File: src/rtl/mem_access_ctrl_if.sv
`default_nettype none
// ============================================================================
// Module   : mem_access_ctrl_if
// Brief    : Pipeline-side and memory-side signal bundle for mem_access_ctrl.
// Revision : 1.0
// ============================================================================
interface mem_access_ctrl_if;
  logic        d_req;
  logic        d_we;
  logic        d_wide;
  logic [31:0] d_addr;
  logic [31:0] d_wdata;
  logic [31:0] d_rdata;
  logic        d_done;
  logic        d_stall;

  logic        f_req;
  logic [31:0] f_addr;
  logic [15:0] f_rdata;
  logic        f_done;
  logic        f_stall;

  logic [31:0] m_addr;
  logic [15:0] m_wdata;
  logic [15:0] m_rdata;
  logic        m_mr;
  logic        m_mw;

  modport slave (
    input  d_req, d_we, d_wide, d_addr, d_wdata, f_req, f_addr, m_rdata,
    output d_rdata, d_done, d_stall, f_rdata, f_done, f_stall,
    output m_addr, m_wdata, m_mr, m_mw
  );

  modport master (
    output d_req, d_we, d_wide, d_addr, d_wdata, f_req, f_addr, m_rdata,
    input  d_rdata, d_done, d_stall, f_rdata, f_done, f_stall,
    input  m_addr, m_wdata, m_mr, m_mw
  );
endinterface
`default_nettype wire

File: src/rtl/mem_access_ctrl.sv
`default_nettype none
// ============================================================================
// Module   : mem_access_ctrl
// Brief    : Shares a single-port 16-bit memory between fetch and data ports,
//            splitting 32-bit accesses into two wait-stretched beats.
// Revision : 1.0
// ============================================================================
module mem_access_ctrl #(
  parameter int WAIT_CYCLES = 1
) (
  input  logic             clk,
  input  logic             rst,
  mem_access_ctrl_if.slave bus
);

  typedef enum logic [1:0] {
    S_IDLE  = 2'd0,
    S_BEAT0 = 2'd1,
    S_BEAT1 = 2'd2,
    S_RESP  = 2'd3
  } state_t;

  localparam logic [1:0] c_wc_last = 2'(WAIT_CYCLES - 1);

  state_t      r_state, w_state_n;
  logic [1:0]  r_wc, w_wc_n;
  logic [1:0]  r_sc, w_sc_n;
  logic        r_own_f, w_own_f_n;
  logic        r_we, w_we_n;
  logic        r_wide, w_wide_n;
  logic [31:0] r_addr, w_addr_n;
  logic [31:0] r_wdata, w_wdata_n;
  logic [31:0] r_res, w_res_n;

  logic [31:0] r_m_addr, w_m_addr_n;
  logic [15:0] r_m_wdata, w_m_wdata_n;
  logic        r_m_mr, w_m_mr_n;
  logic        r_m_mw, w_m_mw_n;
  logic        r_d_done, w_d_done_n;
  logic        r_f_done, w_f_done_n;
  logic [31:0] r_d_rdata, w_d_rdata_n;
  logic [15:0] r_f_rdata, w_f_rdata_n;

  logic        w_gnt_f;
  logic        w_gnt_d;

  // Fetch only wins a tie once data has been granted three times over it.
  assign w_gnt_f = bus.f_req & (~bus.d_req | (r_sc == 2'd3));
  assign w_gnt_d = bus.d_req & ~w_gnt_f;

  always_comb begin
    w_state_n = r_state;
    w_wc_n    = r_wc;
    w_sc_n    = r_sc;
    w_own_f_n = r_own_f;
    w_we_n    = r_we;
    w_wide_n  = r_wide;
    w_addr_n  = r_addr;
    w_wdata_n = r_wdata;
    w_res_n   = r_res;
    case (r_state)
      S_IDLE: begin
        if (w_gnt_f || !bus.f_req) begin
          w_sc_n = 2'd0;
        end else if (w_gnt_d) begin
          w_sc_n = r_sc + 2'd1;
        end
        if (w_gnt_f || w_gnt_d) begin
          w_state_n = S_BEAT0;
          w_wc_n    = 2'd0;
          w_own_f_n = w_gnt_f;
          w_we_n    = w_gnt_d & bus.d_we;
          w_wide_n  = w_gnt_d & bus.d_wide;
          w_addr_n  = w_gnt_f ? bus.f_addr : bus.d_addr;
          w_wdata_n = w_gnt_f ? 32'h0 : bus.d_wdata;
          w_res_n   = 32'h0;
        end
      end
      S_BEAT0, S_BEAT1: begin
        if (r_wc == c_wc_last) begin
          w_wc_n = 2'd0;
          if (!r_we) begin
            if (r_state == S_BEAT0 && r_wide) w_res_n[31:16] = bus.m_rdata;
            else                              w_res_n[15:0]  = bus.m_rdata;
          end
          w_state_n = (r_state == S_BEAT0 && r_wide) ? S_BEAT1 : S_RESP;
        end else begin
          w_wc_n = r_wc + 2'd1;
        end
      end
      default: w_state_n = S_IDLE;
    endcase
  end

  // Pins are registered, so they are derived from the state being entered.
  always_comb begin
    w_m_addr_n  = r_m_addr;
    w_m_wdata_n = r_m_wdata;
    w_m_mr_n    = 1'b0;
    w_m_mw_n    = 1'b0;
    w_d_done_n  = 1'b0;
    w_f_done_n  = 1'b0;
    w_d_rdata_n = r_d_rdata;
    w_f_rdata_n = r_f_rdata;
    case (w_state_n)
      S_BEAT0: begin
        w_m_addr_n  = w_addr_n;
        w_m_wdata_n = w_wide_n ? w_wdata_n[31:16] : w_wdata_n[15:0];
        w_m_mr_n    = ~w_we_n;
        w_m_mw_n    = w_we_n & (w_wc_n == c_wc_last);
      end
      S_BEAT1: begin
        w_m_addr_n  = w_addr_n + 32'd1;
        w_m_wdata_n = w_wdata_n[15:0];
        w_m_mr_n    = ~w_we_n;
        w_m_mw_n    = w_we_n & (w_wc_n == c_wc_last);
      end
      S_RESP: begin
        if (r_own_f) begin
          w_f_done_n  = 1'b1;
          w_f_rdata_n = w_res_n[15:0];
        end else begin
          w_d_done_n  = 1'b1;
          w_d_rdata_n = w_res_n;
        end
      end
      default: ;
    endcase
  end

  always_ff @(posedge clk or posedge rst) begin
    if (rst) begin
      r_state   <= S_IDLE;
      r_wc      <= 2'd0;
      r_sc      <= 2'd0;
      r_own_f   <= 1'b0;
      r_we      <= 1'b0;
      r_wide    <= 1'b0;
      r_addr    <= 32'h0;
      r_wdata   <= 32'h0;
      r_res     <= 32'h0;
      r_m_addr  <= 32'h0;
      r_m_wdata <= 16'h0;
      r_m_mr    <= 1'b0;
      r_m_mw    <= 1'b0;
      r_d_done  <= 1'b0;
      r_f_done  <= 1'b0;
      r_d_rdata <= 32'h0;
      r_f_rdata <= 16'h0;
    end else begin
      r_state   <= w_state_n;
      r_wc      <= w_wc_n;
      r_sc      <= w_sc_n;
      r_own_f   <= w_own_f_n;
      r_we      <= w_we_n;
      r_wide    <= w_wide_n;
      r_addr    <= w_addr_n;
      r_wdata   <= w_wdata_n;
      r_res     <= w_res_n;
      r_m_addr  <= w_m_addr_n;
      r_m_wdata <= w_m_wdata_n;
      r_m_mr    <= w_m_mr_n;
      r_m_mw    <= w_m_mw_n;
      r_d_done  <= w_d_done_n;
      r_f_done  <= w_f_done_n;
      r_d_rdata <= w_d_rdata_n;
      r_f_rdata <= w_f_rdata_n;
    end
  end

  assign bus.m_addr  = r_m_addr;
  assign bus.m_wdata = r_m_wdata;
  assign bus.m_mr    = r_m_mr;
  assign bus.m_mw    = r_m_mw;
  assign bus.d_done  = r_d_done;
  assign bus.f_done  = r_f_done;
  assign bus.d_rdata = r_d_rdata;
  assign bus.f_rdata = r_f_rdata;
  assign bus.d_stall = bus.d_req & ~r_d_done;
  assign bus.f_stall = bus.f_req & ~r_f_done;

endmodule
`default_nettype wire

File: src/flat_wrapper.sv
// flat-port wrapper written by rule: the top's interface ports become plain ports
module mem_access_ctrl_flat 
#(
  parameter int WAIT_CYCLES = 1
)
  (clk, rst, bus_d_req, bus_d_we, bus_d_wide, bus_d_addr, bus_d_wdata, bus_f_req, bus_f_addr, bus_m_rdata, bus_d_rdata, bus_d_done, bus_d_stall, bus_f_rdata, bus_f_done, bus_f_stall, bus_m_addr, bus_m_wdata, bus_m_mr, bus_m_mw);
  mem_access_ctrl_if bus_i ();
  input  logic clk;
  input  logic rst;
  input wire logic [$bits(bus_i.d_req)-1:0] bus_d_req;
  input wire logic [$bits(bus_i.d_we)-1:0] bus_d_we;
  input wire logic [$bits(bus_i.d_wide)-1:0] bus_d_wide;
  input wire logic [$bits(bus_i.d_addr)-1:0] bus_d_addr;
  input wire logic [$bits(bus_i.d_wdata)-1:0] bus_d_wdata;
  input wire logic [$bits(bus_i.f_req)-1:0] bus_f_req;
  input wire logic [$bits(bus_i.f_addr)-1:0] bus_f_addr;
  input wire logic [$bits(bus_i.m_rdata)-1:0] bus_m_rdata;
  output wire logic [$bits(bus_i.d_rdata)-1:0] bus_d_rdata;
  output wire logic [$bits(bus_i.d_done)-1:0] bus_d_done;
  output wire logic [$bits(bus_i.d_stall)-1:0] bus_d_stall;
  output wire logic [$bits(bus_i.f_rdata)-1:0] bus_f_rdata;
  output wire logic [$bits(bus_i.f_done)-1:0] bus_f_done;
  output wire logic [$bits(bus_i.f_stall)-1:0] bus_f_stall;
  output wire logic [$bits(bus_i.m_addr)-1:0] bus_m_addr;
  output wire logic [$bits(bus_i.m_wdata)-1:0] bus_m_wdata;
  output wire logic [$bits(bus_i.m_mr)-1:0] bus_m_mr;
  output wire logic [$bits(bus_i.m_mw)-1:0] bus_m_mw;
  assign bus_i.d_req = bus_d_req;
  assign bus_i.d_we = bus_d_we;
  assign bus_i.d_wide = bus_d_wide;
  assign bus_i.d_addr = bus_d_addr;
  assign bus_i.d_wdata = bus_d_wdata;
  assign bus_i.f_req = bus_f_req;
  assign bus_i.f_addr = bus_f_addr;
  assign bus_i.m_rdata = bus_m_rdata;
  assign bus_d_rdata = bus_i.d_rdata;
  assign bus_d_done = bus_i.d_done;
  assign bus_d_stall = bus_i.d_stall;
  assign bus_f_rdata = bus_i.f_rdata;
  assign bus_f_done = bus_i.f_done;
  assign bus_f_stall = bus_i.f_stall;
  assign bus_m_addr = bus_i.m_addr;
  assign bus_m_wdata = bus_i.m_wdata;
  assign bus_m_mr = bus_i.m_mr;
  assign bus_m_mw = bus_i.m_mw;
  mem_access_ctrl #(.WAIT_CYCLES(WAIT_CYCLES)) u_core (.clk(clk), .rst(rst), .bus(bus_i));
endmodule
File: config.mk
export PLATFORM = sky130hd
export DESIGN_NAME = mem_access_ctrl_flat
export DESIGN_NICKNAME = d
export VERILOG_FILES = /design/src/rtl/mem_access_ctrl_if.sv /design/src/rtl/mem_access_ctrl.sv /design/src/flat_wrapper.sv
export SDC_FILE = /design/constraint.sdc
export NUM_CORES = 1
export LEC_CHECK = 0
export CAP_MARGIN = 20
export CELL_PAD_IN_SITES_DETAIL_PLACEMENT = 1
export CELL_PAD_IN_SITES_GLOBAL_PLACEMENT = 1
export CORE_MARGIN = 2
export CORE_UTILIZATION = 30
export CTS_BUF_LIST = sky130_fd_sc_hd__clkbuf_4 sky130_fd_sc_hd__clkbuf_8
export DETAILED_ROUTE_END_ITERATION = 8
export DONT_BUFFER_PORTS = 1
export GPL_ROUTABILITY_DRIVEN = 0
export MAX_ROUTING_LAYER = met4
export PLACE_DENSITY_LB_ADDON = 0.1
export SKIP_LAST_GASP = 1
export SLEW_MARGIN = 10
export SYNTH_ARGS = -nofsm -noshare
export SYNTH_HDL_FRONTEND = slang
export SYNTH_SLANG_ARGS = --single-unit
File: constraint.sdc
create_clock -name clk -period 6.83 [get_ports clk]
set_input_delay 0.683 -clock clk [delete_from_list [all_inputs] [get_ports clk]]
set_output_delay 0.683 -clock clk [all_outputs]
set_load 0.1 [all_outputs]
==> results of run 1 <==
cell usage after synthesis (all sizes together), types with 3 or more instances:
cell,n
xnor2,13
o21bai,3
o31ai,4
inv,38
ha,10
o21ai,69
or3,7
or4,5
a22oi,4
a31oi,10
mux2i,18
clkbuf,43
buf,15
mux2,5
a32o,17
nor2,47
o32ai,23
o21a,4
nor3,9
nand2b,3
xor2,5
o211ai,7
dfrtp,205
and3,3
nor4,12
o221ai,4
a22o,35
nand3,18
a32oi,16
nand2,146
and2,4
a21oi,47
a211oi,6
nand4,12
layout by cell type, fill, tap and decap left out, types with 3 or more instances in the layout:
cell and count:
dfrtp_1 205, xor2_1 5, ha_1 9, nor3_1 9
o21ai_0 63, or4_1 5, a211oi_1 4, o31ai_1 4
a21oi_2 4, nor4_1 12, nor2_1 45, nand2_1 146
nand3_1 17, and3_1 3, mux2_2 5, a31oi_1 10
mux2i_1 18, clkbuf_8 49, o21ai_1 5, o21bai_1 3
a21oi_1 42, a22oi_1 4, and2_1 4, or3_1 6
xnor2_1 13, o21a_1 3, inv_1 37, o211ai_1 7
clkbuf_4 13, buf_4 12, o32ai_1 22, o221ai_1 3
nand4_1 11, a32oi_1 16, a22o_1 35, a32o_1 17
flip-flops by register name, summed over array words and instances (netlist names), 2 cells and up:
name / cells
u_core.bus.m_addr: 32
u_core.bus.f_rdata: 16
u_core.r_addr: 32
u_core.bus.m_wdata: 16
u_core.bus.d_rdata: 32
u_core.r_state: 2
u_core.r_wc: 2
u_core.r_wdata: 32
u_core.r_res: 32
u_core.r_sc: 2
area by class of cell:
class                           instances  area (µm²)  share of cell area [%]
Clock inverter                          6        50.0                   0.481
Clock buffer                           62         772                    7.43
Inverter                               40         158                    1.52
Tap cell                              390         488                    4.69
Multi-Input combinational cell        585        3630                    35.0
Timing Repair Buffer                   15         160                    1.54
Antenna cell                            1        2.50                  0.0241
Sequential cell                       205        5130                    49.3
metrics by stage:
stage / setup WS, ps / cells
CTS: 2480 / 1302
global route: 2140 / 1304
detailed placement: 2530 / 1234
floorplan: 551 / 888
global placement: 2720 / 1231
finish: 2540 / 1304
worst max-delay path by stage:
stage / end / slack [ps] / depth (start not counted)
finish: u_core.bus.m_addr[30]$_DFFE_PP0P_ / 2540 / 12
global route: u_core.bus.m_addr[30]$_DFFE_PP0P_ / 2140 / 12
CTS: u_core.bus.m_addr[30]$_DFFE_PP0P_ / 2480 / 15
detailed placement: u_core.bus.m_addr[30]$_DFFE_PP0P_ / 2530 / 15
global placement: u_core.bus.m_addr[18]$_DFFE_PP0P_ / 2720 / 12
floorplan: u_core.bus.d_done$_DFF_PP0_ / 550 / 1
worst register-to-register path: cells and delay by family, from the launching register on:
family,cells,cell delay [ps]
AOI/OAI and AO/OA,4,1560
adders and majority gates,2,390
buffers and inverters,2,520
DFF,1,430
and+or+nand+nor,4,1250
layer usage:
| layer | up-vias | global-route usage, % |
|---|---|---|
| met3 | 38 | 6.32 |
| met2 | 209 | 30.5 |
| met4 | 0 | 4.61 |
| met1 | 3543 | 22.8 |
| met5 | - | - |
| li1 | 3205 | - |
kinds of logic (layout without fill, tap and decap cells):
group / Yosys count / in the layout / synth area share (%)
AND/OR/NAND/NOR: 277 / 277 / 13.8
multiplexers: 23 / 23 / 2.58
adder cells (fa/ha/maj): 10 / 10 / 1.37
buffers and inverters: 98 / 123 / 4.66
flip-flops: 205 / 205 / 56.0
XOR/XNOR: 18 / 18 / 1.72
AO/OA/AOI/OAI: 257 / 257 / 19.8
other: 0 / 1 / 0
==> flow_summary.yaml, run 1 <==
timing:
  slew_headroom_pct: 29.5
  skew_ps: 33.2
  finalSetupTns_ps: 0
  timing.fmax_mhz: 233
  final.min_clock_period_ps: 4290
  slew_violations: 0
  fin_worst_hold_slack_ps: 159
  setup_violations: 0
  post-route-period-util_pct: 62.8
  hold_viol: 0
  worstMarginPinSlew_ps: 1050
  rsz0062_at_grt: "no"
floorplan:
  die_area_um2: 31900
  pin_count: 220
  die_width_um: 179
  start_util_pct: 30.6
  die_h_um: 179
  num_rows: 63
  core_um2: 29900
synthesis:
  synth_top_area_share_pct: 56.0
  synth.cell_area_um2: 9150
  synthTopCellsByArea: "dfrtp_1 (56%), nand2_1 (6.0%), o21ai_0 (3.4%)"
  synth_edf_count: 0
  synth_fp_nets: 1016
  syn_avg_cell_area_um2: 10.3
  synthDistinctLibCells: 63
  ys_async_sr_fraction_pct: 100
  syn-instance-count: 888
  ys_seq_area_share_pct: 56.0
  synth-seq-cells: 205
  synth_top_area_cell: "dfrtp_1"
  yosys_most_used_dff: "dfrtp_1"
  ys_warn_count: 0
placed_design:
  dpl_cell_area_um2: 9540
  hpwl_um: 20300
  portBuffers: 0
clocking:
  numClockSinks: 205
  holdBufCountCts: 0
  cts_resized: 0
  cts_setup_buffers: 0
  h-tree-depth: 2
  clk_latency_ps: 560
  cts-root-buf: "clkbuf_8"
  cts_tree: "done"
  path_clk_slew_ps: 60
  cts.path.max_buffers: 3
  cts_buffers: 39
worst_setup_path:
  cp.arrival_ps: 4680
  crit_top_cell: "ha_1"
  path_buf_inv: 2
  cp_max_fo: 41
  cp-startpoint: "u_core.r_state[0]$_DFF_PP0_"
  path_class: "reg -> reg"
  rr_endpoint: "u_core.bus.m_addr[30]$_DFFE_PP0P_"
  crit_path_start_kind: "flip-flop"
  reg2regPathDepth: 12
  crit_path_end_kind: "flip-flop"
  timing.rr.start: "u_core.r_state[0]$_DFF_PP0_"
  regToRegSetupSlack_ps: 2540
  critPathTopFamily: "compound AO/OA/AOI/OAI gates"
  crit_chain: "inv_1 > ha_1 > buf_4 > o21a_2 > o21a_1 > ha_1 > nand2_1 > a211oi_1 > nand4b_1 > or2_2 > o211ai_1 > nand4_1"
  cp_slowest_cell: "o21a_2"
  cp_slowest_stage_delay_ps: 740
  worstPathRequired_ps: 7230
run_status:
  run_status: "finished, final reports clean"
global_route:
  grt_remaining_overflow: 0
  grt_max_degree: 125
  grt_use_total_pct: 18.9
  grt_pass1_wl_um: 45000
  grt_pass1_vias: 7536
  antenna_found_initial: 1
routing:
  routed-wl-met3_um: 2470
  drt-total-wl_um: 29200
  viasPerCell: 5.36
  drt_iter0_drc: 330
  wire_per_inst_um: 22.4
  antenna_left: 0
  met1_length_um: 12100
  via_count: 6995
  remaining_drc_errors: 0
  first_pass_iters: 6
  dr_wl_met2_um: 14100
  highest_layer: "met4"
final_layout:
  final_area_um2: 10400
  final_util_pct: 34.8
  fin_nets: 1014
  drive_above_1_share_pct: 12.5
  fillerInstances: 3343
  synthToLayoutAreaGrowth_pct: 13.6
flow_run:
  maxCapViolCount: 0
hold_path:
  hp-class: "in -> async"
Power of run 1 is left out: the tool's default activity adds up to more than one toggle a clock period on the data nets, which glitch-free logic cannot reach.
==> run 2, diff against run 1 <==
==> constraint.sdc (replaced) <==
create_clock -name clk -period 3.9 [get_ports clk]
set_input_delay 0.39 -clock clk [delete_from_list [all_inputs] [get_ports clk]]
set_output_delay 0.39 -clock clk [all_outputs]
set_load 0.1 [all_outputs]
==> flow_summary.yaml, run 2 (same netlist as run 1, synthesis figures left out) <==
run_status:
  run_status: "finished, final reports clean"
worst_setup_path:
  cp.arrival_ps: 4030
  crit_path_end_kind: "flip-flop"
  worstPathRequired_ps: 4350
  path_class: "reg -> reg"
  cp_max_fo: 13
  crit_path_start_kind: "flip-flop"
routing:
  viasPerCell: 5.34
  via_count: 7221
  remaining_drc_errors: 0
  drt-total-wl_um: 29500
  first_pass_iters: 4
  wire_per_inst_um: 21.8
  drt_iter0_drc: 300
  antenna_left: 0
timing:
  post-route-period-util_pct: 91.8
  setup_violations: 0
  slew_headroom_pct: 29.3
  hold_viol: 0
  skew_ps: 19.7
  timing.fmax_mhz: 279
  rsz0062_at_grt: "no"
  slew_violations: 0
  finalSetupTns_ps: 0
  worstMarginPinSlew_ps: 1060
  final.min_clock_period_ps: 3580
final_layout:
  final_common_cell: "dfrtp_1"
  drive_above_1_share_pct: 13.7
  mostFrequentLayoutCells: "dfrtp_1 (205), nand2_1 (146), o21ai_0 (63)"
  fillerInstances: 3314
  synthToLayoutAreaGrowth_pct: 18.7
  fin_nets: 1060
clocking:
  cts-root-buf: "clkbuf_8"
  cts_tree: "done"
  cts_resized: 0
  clk_latency_ps: 540
  path_clk_slew_ps: 60
  cts.path.max_buffers: 3
  h-tree-depth: 2
  cts_buffers: 39
  numClockSinks: 205
floorplan:
  num_rows: 63
  core_um2: 29900
  die_area_um2: 31900
  start_util_pct: 30.6
  die_width_um: 179
  die_h_um: 179
  pin_count: 220
global_route:
  grt_use_total_pct: 19.1
  grt_pass1_vias: 7973
  grt_max_degree: 78
  grt_pass1_wl_um: 45800
  grt_remaining_overflow: 0
  antenna_found_initial: 2
placed_design:
  portBuffers: 0
  hpwl_um: 20600
flow_run:
  maxCapViolCount: 0
hold_path:
  hp-class: "in -> reg"
==> run 2: worst max-delay path, cell delays in order (launching register included) <==
cell and delay [ps]:
dfrtp_1 430, inv_1 110, ha_1 400, nand3_1 130
a21oi_1 290, ha_2 340, nand3_1 120, o221ai_2 260
nand4_4 220, or3_4 490, or4_1 530, a31oi_1 170
==> run 2: final cells by class <==
cell class / count / area (µm²) / area share, %
antenna: 2 / 5.00 / 0.0460
clock buffer: 63 / 798 / 7.34
clock inverter: 7 / 81.3 / 0.748
inverter: 40 / 154 / 1.42
multi-input combinational: 585 / 3630 / 33.4
sequential: 205 / 5130 / 47.2
tap: 390 / 488 / 4.49
timing repair buffer: 61 / 578 / 5.32
==> run 2: path summary, 6_finish.rpt <==
check	startpoint	to	slack, ps	cells past startpoint
setup / recovery	u_core.r_state[0]$_DFF_PP0_	u_core.bus.m_addr[19]$_DFFE_PP0P_	320	11
hold / removal	bus_d_wdata[27]	u_core.r_wdata[27]$_DFF_PP0_	30	1
setup reg to reg	u_core.r_state[0]$_DFF_PP0_	u_core.bus.m_addr[19]$_DFFE_PP0P_	320	11
hold reg to reg	u_core.r_res[4]$_DFF_PP0_	u_core.r_res[4]$_DFF_PP0_	490	2
max in group asynchronous	rst	u_core.r_wdata[8]$_DFF_PP0_	2670	4
min in group asynchronous	rst	u_core.bus.d_rdata[31]$_DFFE_PP0P_	280	2
==> run 2: what timing repair did <==
action,in CTS,in global routing
hold endpoints to repair,63,1
buffers inserted,0,2
hold buffers,29,1
setup endpoints to repair,0,9
==> run 2: layer usage <==
metal,track usage (%),part of all wire (%),routed length (µm),vias to the layer above
li1,-,-,-,3284
met1,23.2,42,12300,3673
met2,31.0,49,14400,209
met3,5.43,7.2,2130,55
met4,5.93,2.5,731,0
met5,-,0,0,-
==> run 2: per-stage QoR <==
step | std cells | cell area, µm² | worst slack [ps] | utilization (%) | hold WS, ps
detailed placement | 1247 | 9630 | 70.9 | 32.2 | 483
finish | 1353 | 10900 | 319 | 36.4 | 31.3
global route | 1353 | 10900 | 14.2 | 36.4 | 2.95
CTS | 1346 | 10800 | 43.7 | 36.2 | 0.00944
floorplan | 888 | 9160 | 57.9 | - | 451
global placement | 1246 | 9630 | 165 | 32.2 | 470
Power of run 2 is left out for the same reason.
